File: src/rtl/boot_loader.sv
// Host-driven boot sequencer: decodes a UART byte protocol into debug-port word writes and CPU reset control.
// Define BOOT_LOADER_CSUM_EN to require a trailing 8-bit checksum byte on every load frame.
module boot_loader #(
    parameter int unsigned TIMEOUT_CYC   = 1000000,
    parameter bit          HOLD_AT_RESET = 1'b1,
    parameter logic [7:0]  ACK_BYTE      = 8'h06,
    parameter logic [7:0]  NAK_BYTE      = 8'h15
) (
    input  logic        clk,
    input  logic        reset,
    input  logic [7:0]  rx_data,
    input  logic        rx_valid,
    output logic [7:0]  tx_data,
    output logic        tx_valid,
    input  logic        tx_ready,
    output logic        dbg_mem_op,
    output logic [3:0]  dbg_wren,
    output logic [31:0] dbg_adr,
    output logic [31:0] dbg_do,
    output logic        cpu_n_reset,
    output logic        err
);
    localparam logic [2:0] S_IDLE  = 3'd0;
    localparam logic [2:0] S_ADDR  = 3'd1;
    localparam logic [2:0] S_CNT   = 3'd2;
    localparam logic [2:0] S_DATA  = 3'd3;
    localparam logic [2:0] S_WRITE = 3'd4;
    localparam logic [2:0] S_ACK   = 3'd5;
`ifdef BOOT_LOADER_CSUM_EN
    localparam logic [2:0] S_CSUM  = 3'd6;
`endif

    localparam logic [7:0] CMD_L = 8'h4C;
    localparam logic [7:0] CMD_G = 8'h47;
    localparam logic [7:0] CMD_H = 8'h48;

    logic [2:0]  state_r;
    logic [1:0]  idx_r;
    logic [15:0] words_left_r;
    logic [31:0] tmo_cnt_r;
    logic        collecting_s;
    logic        timeout_s;

`ifdef BOOT_LOADER_CSUM_EN
    logic [7:0] sum_r;

    function automatic logic [7:0] csum_add(input logic [7:0] a, input logic [7:0] b);
        return a + b;
    endfunction
`endif

    // States in which the host is expected to keep sending bytes
    always_comb begin
        collecting_s = 1'b0;
        case (state_r)
            S_ADDR, S_CNT, S_DATA: collecting_s = 1'b1;
`ifdef BOOT_LOADER_CSUM_EN
            S_CSUM:                collecting_s = 1'b1;
`endif
            default:               collecting_s = 1'b0;
        endcase
    end

    // Timeout fires on the TIMEOUT_CYC-th silent cycle; an arriving byte always wins
    always_comb begin
        timeout_s = 1'b0;
        if ((TIMEOUT_CYC != 32'd0) && collecting_s && !rx_valid) begin
            timeout_s = (tmo_cnt_r == (TIMEOUT_CYC - 32'd1));
        end else begin
            timeout_s = 1'b0;
        end
    end

    // Inter-byte silence counter
    always_ff @(posedge clk or posedge reset) begin
        if (reset) begin
            tmo_cnt_r <= 32'd0;
        end else if (!collecting_s || rx_valid || timeout_s) begin
            tmo_cnt_r <= 32'd0;
        end else begin
            tmo_cnt_r <= tmo_cnt_r + 32'd1;
        end
    end

`ifdef BOOT_LOADER_CSUM_EN
    // Running sum of every frame byte after the command byte
    always_ff @(posedge clk or posedge reset) begin
        if (reset) begin
            sum_r <= 8'h00;
        end else if (state_r == S_IDLE) begin
            sum_r <= 8'h00;
        end else if (collecting_s && rx_valid) begin
            sum_r <= csum_add(sum_r, rx_data);
        end else begin
            sum_r <= sum_r;
        end
    end
`endif

    // Frame sequencer driving every registered output
    always_ff @(posedge clk or posedge reset) begin
        if (reset) begin
            state_r      <= S_IDLE;
            idx_r        <= 2'd0;
            words_left_r <= 16'd0;
            tx_data      <= 8'h00;
            tx_valid     <= 1'b0;
            dbg_mem_op   <= 1'b0;
            dbg_wren     <= 4'h0;
            dbg_adr      <= 32'h0000_0000;
            dbg_do       <= 32'h0000_0000;
            cpu_n_reset  <= ~HOLD_AT_RESET;
            err          <= 1'b0;
        end else begin
            err      <= 1'b0;
            dbg_wren <= 4'h0;
            case (state_r)
                S_IDLE: begin
                    if (rx_valid) begin
                        case (rx_data)
                            CMD_L: begin
                                cpu_n_reset <= 1'b0;
                                dbg_mem_op  <= 1'b1;
                                idx_r       <= 2'd0;
                                state_r     <= S_ADDR;
                            end
                            CMD_G:   cpu_n_reset <= 1'b1;
                            CMD_H:   cpu_n_reset <= 1'b0;
                            default: err <= 1'b1;
                        endcase
                    end
                end
                S_ADDR: begin
                    if (rx_valid) begin
                        dbg_adr[{idx_r, 3'b000} +: 8] <= rx_data;
                        idx_r <= idx_r + 2'd1;
                        if (idx_r == 2'd3) begin
                            // Words are always aligned; the host's low address bits are dropped
                            dbg_adr[1:0] <= 2'b00;
                            state_r      <= S_CNT;
                        end
                    end else if (timeout_s) begin
                        err      <= 1'b1;
                        tx_data  <= NAK_BYTE;
                        tx_valid <= 1'b1;
                        state_r  <= S_ACK;
                    end
                end
                S_CNT: begin
                    if (rx_valid) begin
                        if (idx_r == 2'd0) begin
                            words_left_r[7:0] <= rx_data;
                            idx_r             <= 2'd1;
                        end else begin
                            words_left_r <= {rx_data, words_left_r[7:0]};
                            idx_r        <= 2'd0;
                            if ({rx_data, words_left_r[7:0]} == 16'd0) begin
`ifdef BOOT_LOADER_CSUM_EN
                                state_r  <= S_CSUM;
`else
                                tx_data  <= ACK_BYTE;
                                tx_valid <= 1'b1;
                                state_r  <= S_ACK;
`endif
                            end else begin
                                state_r <= S_DATA;
                            end
                        end
                    end else if (timeout_s) begin
                        err      <= 1'b1;
                        tx_data  <= NAK_BYTE;
                        tx_valid <= 1'b1;
                        state_r  <= S_ACK;
                    end
                end
                S_DATA: begin
                    if (rx_valid) begin
                        dbg_do[{idx_r, 3'b000} +: 8] <= rx_data;
                        idx_r <= idx_r + 2'd1;
                        if (idx_r == 2'd3) begin
                            dbg_wren <= 4'hF;
                            state_r  <= S_WRITE;
                        end
                    end else if (timeout_s) begin
                        err      <= 1'b1;
                        tx_data  <= NAK_BYTE;
                        tx_valid <= 1'b1;
                        state_r  <= S_ACK;
                    end
                end
                S_WRITE: begin
                    err          <= rx_valid;
                    dbg_adr      <= dbg_adr + 32'd4;
                    words_left_r <= words_left_r - 16'd1;
                    if (words_left_r == 16'd1) begin
`ifdef BOOT_LOADER_CSUM_EN
                        state_r  <= S_CSUM;
`else
                        tx_data  <= ACK_BYTE;
                        tx_valid <= 1'b1;
                        state_r  <= S_ACK;
`endif
                    end else begin
                        state_r <= S_DATA;
                    end
                end
`ifdef BOOT_LOADER_CSUM_EN
                S_CSUM: begin
                    if (rx_valid) begin
                        tx_valid <= 1'b1;
                        state_r  <= S_ACK;
                        if (csum_add(sum_r, rx_data) == 8'h00) begin
                            tx_data <= ACK_BYTE;
                        end else begin
                            tx_data <= NAK_BYTE;
                            err     <= 1'b1;
                        end
                    end else if (timeout_s) begin
                        err      <= 1'b1;
                        tx_data  <= NAK_BYTE;
                        tx_valid <= 1'b1;
                        state_r  <= S_ACK;
                    end
                end
`endif
                S_ACK: begin
                    err <= rx_valid;
                    if (tx_ready) begin
                        tx_valid   <= 1'b0;
                        dbg_mem_op <= 1'b0;
                        state_r    <= S_IDLE;
                    end
                end
                default: begin
                    tx_valid   <= 1'b0;
                    dbg_mem_op <= 1'b0;
                    state_r    <= S_IDLE;
                end
            endcase
        end
    end
endmodule

File: config.mk
export PLATFORM = sky130hd
export DESIGN_NAME = boot_loader
export DESIGN_NICKNAME = d
export VERILOG_FILES = /design/src/rtl/boot_loader.sv
export SDC_FILE = /design/constraint.sdc
export NUM_CORES = 1
export LEC_CHECK = 0
export ABC_AREA = 1
export BUFFER_PORTS_ARGS = -buffer_cell sky130_fd_sc_hd__buf_2
export CAP_MARGIN = 20
export CORE_MARGIN = 8
export CORE_UTILIZATION = 25
export CTS_CLUSTER_DIAMETER = 60
export DETAILED_ROUTE_END_ITERATION = 12
export SYNTH_ARGS = -nofsm -noshare
export SYNTH_HDL_FRONTEND = slang
export SYNTH_SLANG_ARGS = --single-unit
File: constraint.sdc
create_clock -name clk -period 6.6 [get_ports clk]
set_input_delay 0.99 -clock clk [delete_from_list [all_inputs] [get_ports clk]]
set_output_delay 0.99 -clock clk [all_outputs]
set_load 0.005 [all_outputs]
==> metrics.txt <==
status complete, no violations; max incr delay on CP 650 ps; Port-buffer cells 91; most used cell, CP sky130_fd_sc_hd__nor2_1; Antenna Nets Post-Route 0; antenna diode count 0; routed wirelength normalized by instance count 15.30 um; setup repair after global routing missed its margin false; Fillers 3370; multiplexer share of the synthesized area 1.129%; classification of the worst-slack hold path register to register; critical path class register to register; Core Box Area 0.03147 sq mm; Final Wtd Congestion 0.8946; pin count of the biggest net entering global routing 70; areal power density over the cells 375.3 mW/mm^2; maximum number of buffers from clock root to sink 2; DRC violations left 0; Max rail drop VDD 192.6 uV; cells traversed along the worst timing path nor2_2 -> nand2_2 -> inv_4 -> nand2_1 -> nor2_1 -> nand2_1 -> nor2_1 -> nor2_1; count of distinct cell types in the synthesized netlist 49; Critical path destination dbg_adr[22]$_DFFE_PP0P_; total clock sinks 130; hold-fix buffer count after cts 0; kind of cell with the highest combined delay on the critical path simple AND/OR/NAND/NOR gates; CP required roughly 6900 ps; cell type with the largest total area after synthesis sky130_fd_sc_hd__dfrtp_1; number of top-level pins 92; type of origin of the critical path register; Internal Power slightly above 0.002 W; count of nets after finishing 1200; Worst Max-Slew Pin Slew 820.1 ps; TritonCTS clock tree built; register share of total power around 36%; Syn Std Cell Area 0.007979 sq mm; total of warnings raised by yosys 0; area growth from synthesis to layout 17.61%; Worst setup startpoint state_r[0]$_DFFE_PP0P_; commonest cells in the synthesized netlist sky130_fd_sc_hd__nand2_1, sky130_fd_sc_hd__nor2_1, sky130_fd_sc_hd__dfrtp_1, sky130_fd_sc_hd__inv_1, sky130_fd_sc_hd__nor3_1; top-area cell type share of the netlist area between 40% and 50%; total of flip-flops plus latches after synthesis 130; cts bufs inserted 17; height of the chip approximately 200 um; portion of the post-synthesis area used by sequential elements 40.77%; final wirelength 24370 um; largest cells by area after synthesis sky130_fd_sc_hd__dfrtp_1, sky130_fd_sc_hd__nand2_1, sky130_fd_sc_hd__nor2_1; Post-synth top flop sky130_fd_sc_hd__dfrtp_1; source of the worst register-to-register timing path state_r[0]$_DFFE_PP0P_; final cell count without fillers 1593; utilization after layout between 20% and 30%; setup skew after layout 9.149 ps; Net Sw Power about 0.0015 W; largest family of logic cells by synthesized area simple AND/OR/NAND/NOR gates; crit path buf inv count 1; worst hold slack after final layout 469.6 ps; highest fanout seen on the critical path 50; LEAKAGE 4.425 nW; hold violation total from the final report 0; final setup vio count 0; area share of xor/xnor cells in the synthesized design under 10%; fraction of power consumed by the clock network 27.0%; Iter 0 DRT Violations 710; Reg-to-Reg End dbg_adr[22]$_DFFE_PP0P_; fraction of registers with async set/reset 100.0%; average footprint of a synthesized cell 7.334 sq um; max-cap check violation count 0; cts repair resizes 0; worst reg2reg setup slack 3970 ps; vias in the first global route 7119; upper clock frequency limit roughly 380 MHz; deepest level of the CTS H-tree 4; Synth Instances roughly 1100; global-route wire length before repair 39300 um; worst slew slack as a fraction of its limit ~45%; final count of pins violating max slew 0; detail-routed via count per cell 4.653; count of buffers added by post-CTS timing repair for setup 0; adder-cell share of the synthesized area between 1 and 1.5%; leftover overflow at the end of global routing 0; cell total after placement 1562; Post-Syn Nets 1109; global-route usage over all layers between 10% and 20%; logic gate share of total power 37.2%; Pre-Repair DR Iteration Count 5; Clock transition at path regs 60 ps; Post-synth EDFFs 0; cell chosen for the clock root sky130_fd_sc_hd__clkbuf_16; overall die width 194.7 um; arrival time of data at the critical path endpoint roughly 3000 ps; crit path max-delay cell type sky130_fd_sc_hd__inv_4; antenna violations before repair 0; path depth of the worst reg2reg path 8; overall die area about 0.038 sq mm; via count 7413; clock period minus final worst setup slack 2629 ps; share of total power consumed by net switching 41.61%; compound-gate portion of the synthesized area 9.315%; Core Rows 65; starting density of the core 25.35%; simple-gate share of the synthesized area between 30 and 40%; fraction of layout cells with a size suffix above 1 about 18%; sum of net half-perimeters after detailed placement 18650 um; logic depth of the worst setup path including buffers 8; period utilisation layout between 30% and 40%; most instantiated library cell after synthesis sky130_fd_sc_hd__nand2_1; setup TNS 0 ps; critical path capture point type register; source-to-sink clock delay at the later pin of the worst-skew pair 430 ps
-- logic make-up after synthesis --
| family | after synthesis |
|---|---|
| AOI/OAI and AO/OA | 125 |
| xor gates and xnor gates | 25 |
| adders and majority gates | 9 |
| buffers and inverters | 157 |
| DFF | 130 |
| muxes | 8 |
| and+or+nand+nor | 634 |
-- metrics by stage --
| stage | total power [W] | cell area [sq um] | setup slack, ps |
|---|---|---|---|
| finish | 0.003522 | 9384 | 3971 |
| global route | 0.003788 | 9384 | 3657 |
| CTS | 0.003551 | 9384 | 4025 |
| detailed placement | 0.002590 | 8795 | 4060 |
| global placement | 0.002573 | 8795 | 4083 |
| floorplan | 0.002143 | 7979 | 2141 |
-- how the worst min path moves through the flow --
stage                                       from                     end  slack (ps)  depth (start not counted)
after floorplan           tx_data[2]$_DFFE_PP0P_  tx_data[2]$_DFFE_PP0P_         460                          2
after global placement    tx_data[2]$_DFFE_PP0P_  tx_data[2]$_DFFE_PP0P_         450                          2
after detailed placement  dbg_do[19]$_DFFE_PP0P_  dbg_do[19]$_DFFE_PP0P_         460                          2
after CTS                 dbg_do[19]$_DFFE_PP0P_  dbg_do[19]$_DFFE_PP0P_         480                          2
after global routing       dbg_do[1]$_DFFE_PP0P_   dbg_do[1]$_DFFE_PP0P_         500                          2
final                     dbg_do[12]$_DFFE_PP0P_  dbg_do[12]$_DFFE_PP0P_         470                          2
-- flip-flops by register name, indices dropped and copies added (netlist names) --
| register | flops |
|---|---|
| state_r | 3 |
| tx_valid | 1 |
| dbg_adr | 32 |
| dbg_do | 32 |
| idx_r | 2 |
| tx_data | 8 |
| tmo_cnt_r | 32 |
| words_left_r | 16 |
| dbg_mem_op | 1 |
| dbg_wren | 1 |
| cpu_n_reset | 1 |
| err | 1 |
-- cell usage in the layout, fill, tap and decap left out, types with 4 or more instances in the layout --
cell type / count
sky130_fd_sc_hd__nand2_1: 294
sky130_fd_sc_hd__nor2_1: 170
sky130_fd_sc_hd__dfrtp_1: 130
sky130_fd_sc_hd__inv_1: 119
sky130_fd_sc_hd__buf_2: 91
sky130_fd_sc_hd__nor3_1: 53
sky130_fd_sc_hd__nand3_1: 42
sky130_fd_sc_hd__o21ai_0: 41
sky130_fd_sc_hd__a21oi_1: 34
sky130_fd_sc_hd__xor2_1: 21
sky130_fd_sc_hd__clkbuf_16: 17
sky130_fd_sc_hd__inv_2: 13
sky130_fd_sc_hd__o22ai_1: 13
sky130_fd_sc_hd__nor2_2: 12
sky130_fd_sc_hd__nand2_2: 11
sky130_fd_sc_hd__nor2_4: 11
sky130_fd_sc_hd__nand4_1: 11
sky130_fd_sc_hd__o21ai_1: 9
sky130_fd_sc_hd__a31oi_1: 9
sky130_fd_sc_hd__ha_1: 9
sky130_fd_sc_hd__mux2_2: 8
sky130_fd_sc_hd__a22oi_1: 5
sky130_fd_sc_hd__nand3_2: 5
sky130_fd_sc_hd__nor3_2: 5
sky130_fd_sc_hd__nor2_8: 4
sky130_fd_sc_hd__xnor2_1: 4
sky130_fd_sc_hd__clkinv_2: 4
sky130_fd_sc_hd__nand3b_1: 4
sky130_fd_sc_hd__clkinvlp_4: 4
sky130_fd_sc_hd__clkbuf_8: 4
-- final cells by class --
type / count / area, sq um / share of cell area (%)
Clock buffer: 22 / 484.2 / 5.160
Clock inverter: 9 / 105.1 / 1.120
Inverter: 137 / 528.0 / 5.627
Multi-Input combinational cell: 801 / 4048 / 43.13
Sequential cell: 130 / 3253 / 34.67
Tap cell: 402 / 503.0 / 5.360
Timing Repair Buffer: 92 / 462.9 / 4.933
-- worst reg2reg max path, cell delays in order, from the launching register on --
cell	delay [ps]
sky130_fd_sc_hd__dfrtp_1	460
sky130_fd_sc_hd__nor2_2	190
sky130_fd_sc_hd__nand2_2	450
sky130_fd_sc_hd__inv_4	650
sky130_fd_sc_hd__nand2_1	220
sky130_fd_sc_hd__nor2_1	230
sky130_fd_sc_hd__nand2_1	130
sky130_fd_sc_hd__nor2_1	130
sky130_fd_sc_hd__nor2_1	60
-- power by group through the flow --
stage          logic (W)  registers [W]  clock network, W
5_1_grt          0.00148        0.00130           0.00101
3_5_place_dp     0.00132        0.00127                 0
4_1_cts          0.00132        0.00126          0.000969
6_report         0.00131        0.00126          0.000949
3_3_place_gp     0.00131        0.00127                 0
2_1_floorplan   0.000927        0.00122                 0
-- routing by layer --
| metal | GRT usage (%) | part of all wire (%) | vias to the layer above |
|---|---|---|---|
| li1 | - | - | 3656 |
| met1 | 17.50 | 48 | 3493 |
| met2 | 19.82 | 44 | 224 |
| met3 | 2.712 | 5.2 | 40 |
| met4 | 5.149 | 2.6 | 0 |
| met5 | 0 | 0 | - |
(Power assumes the default switching activity.)
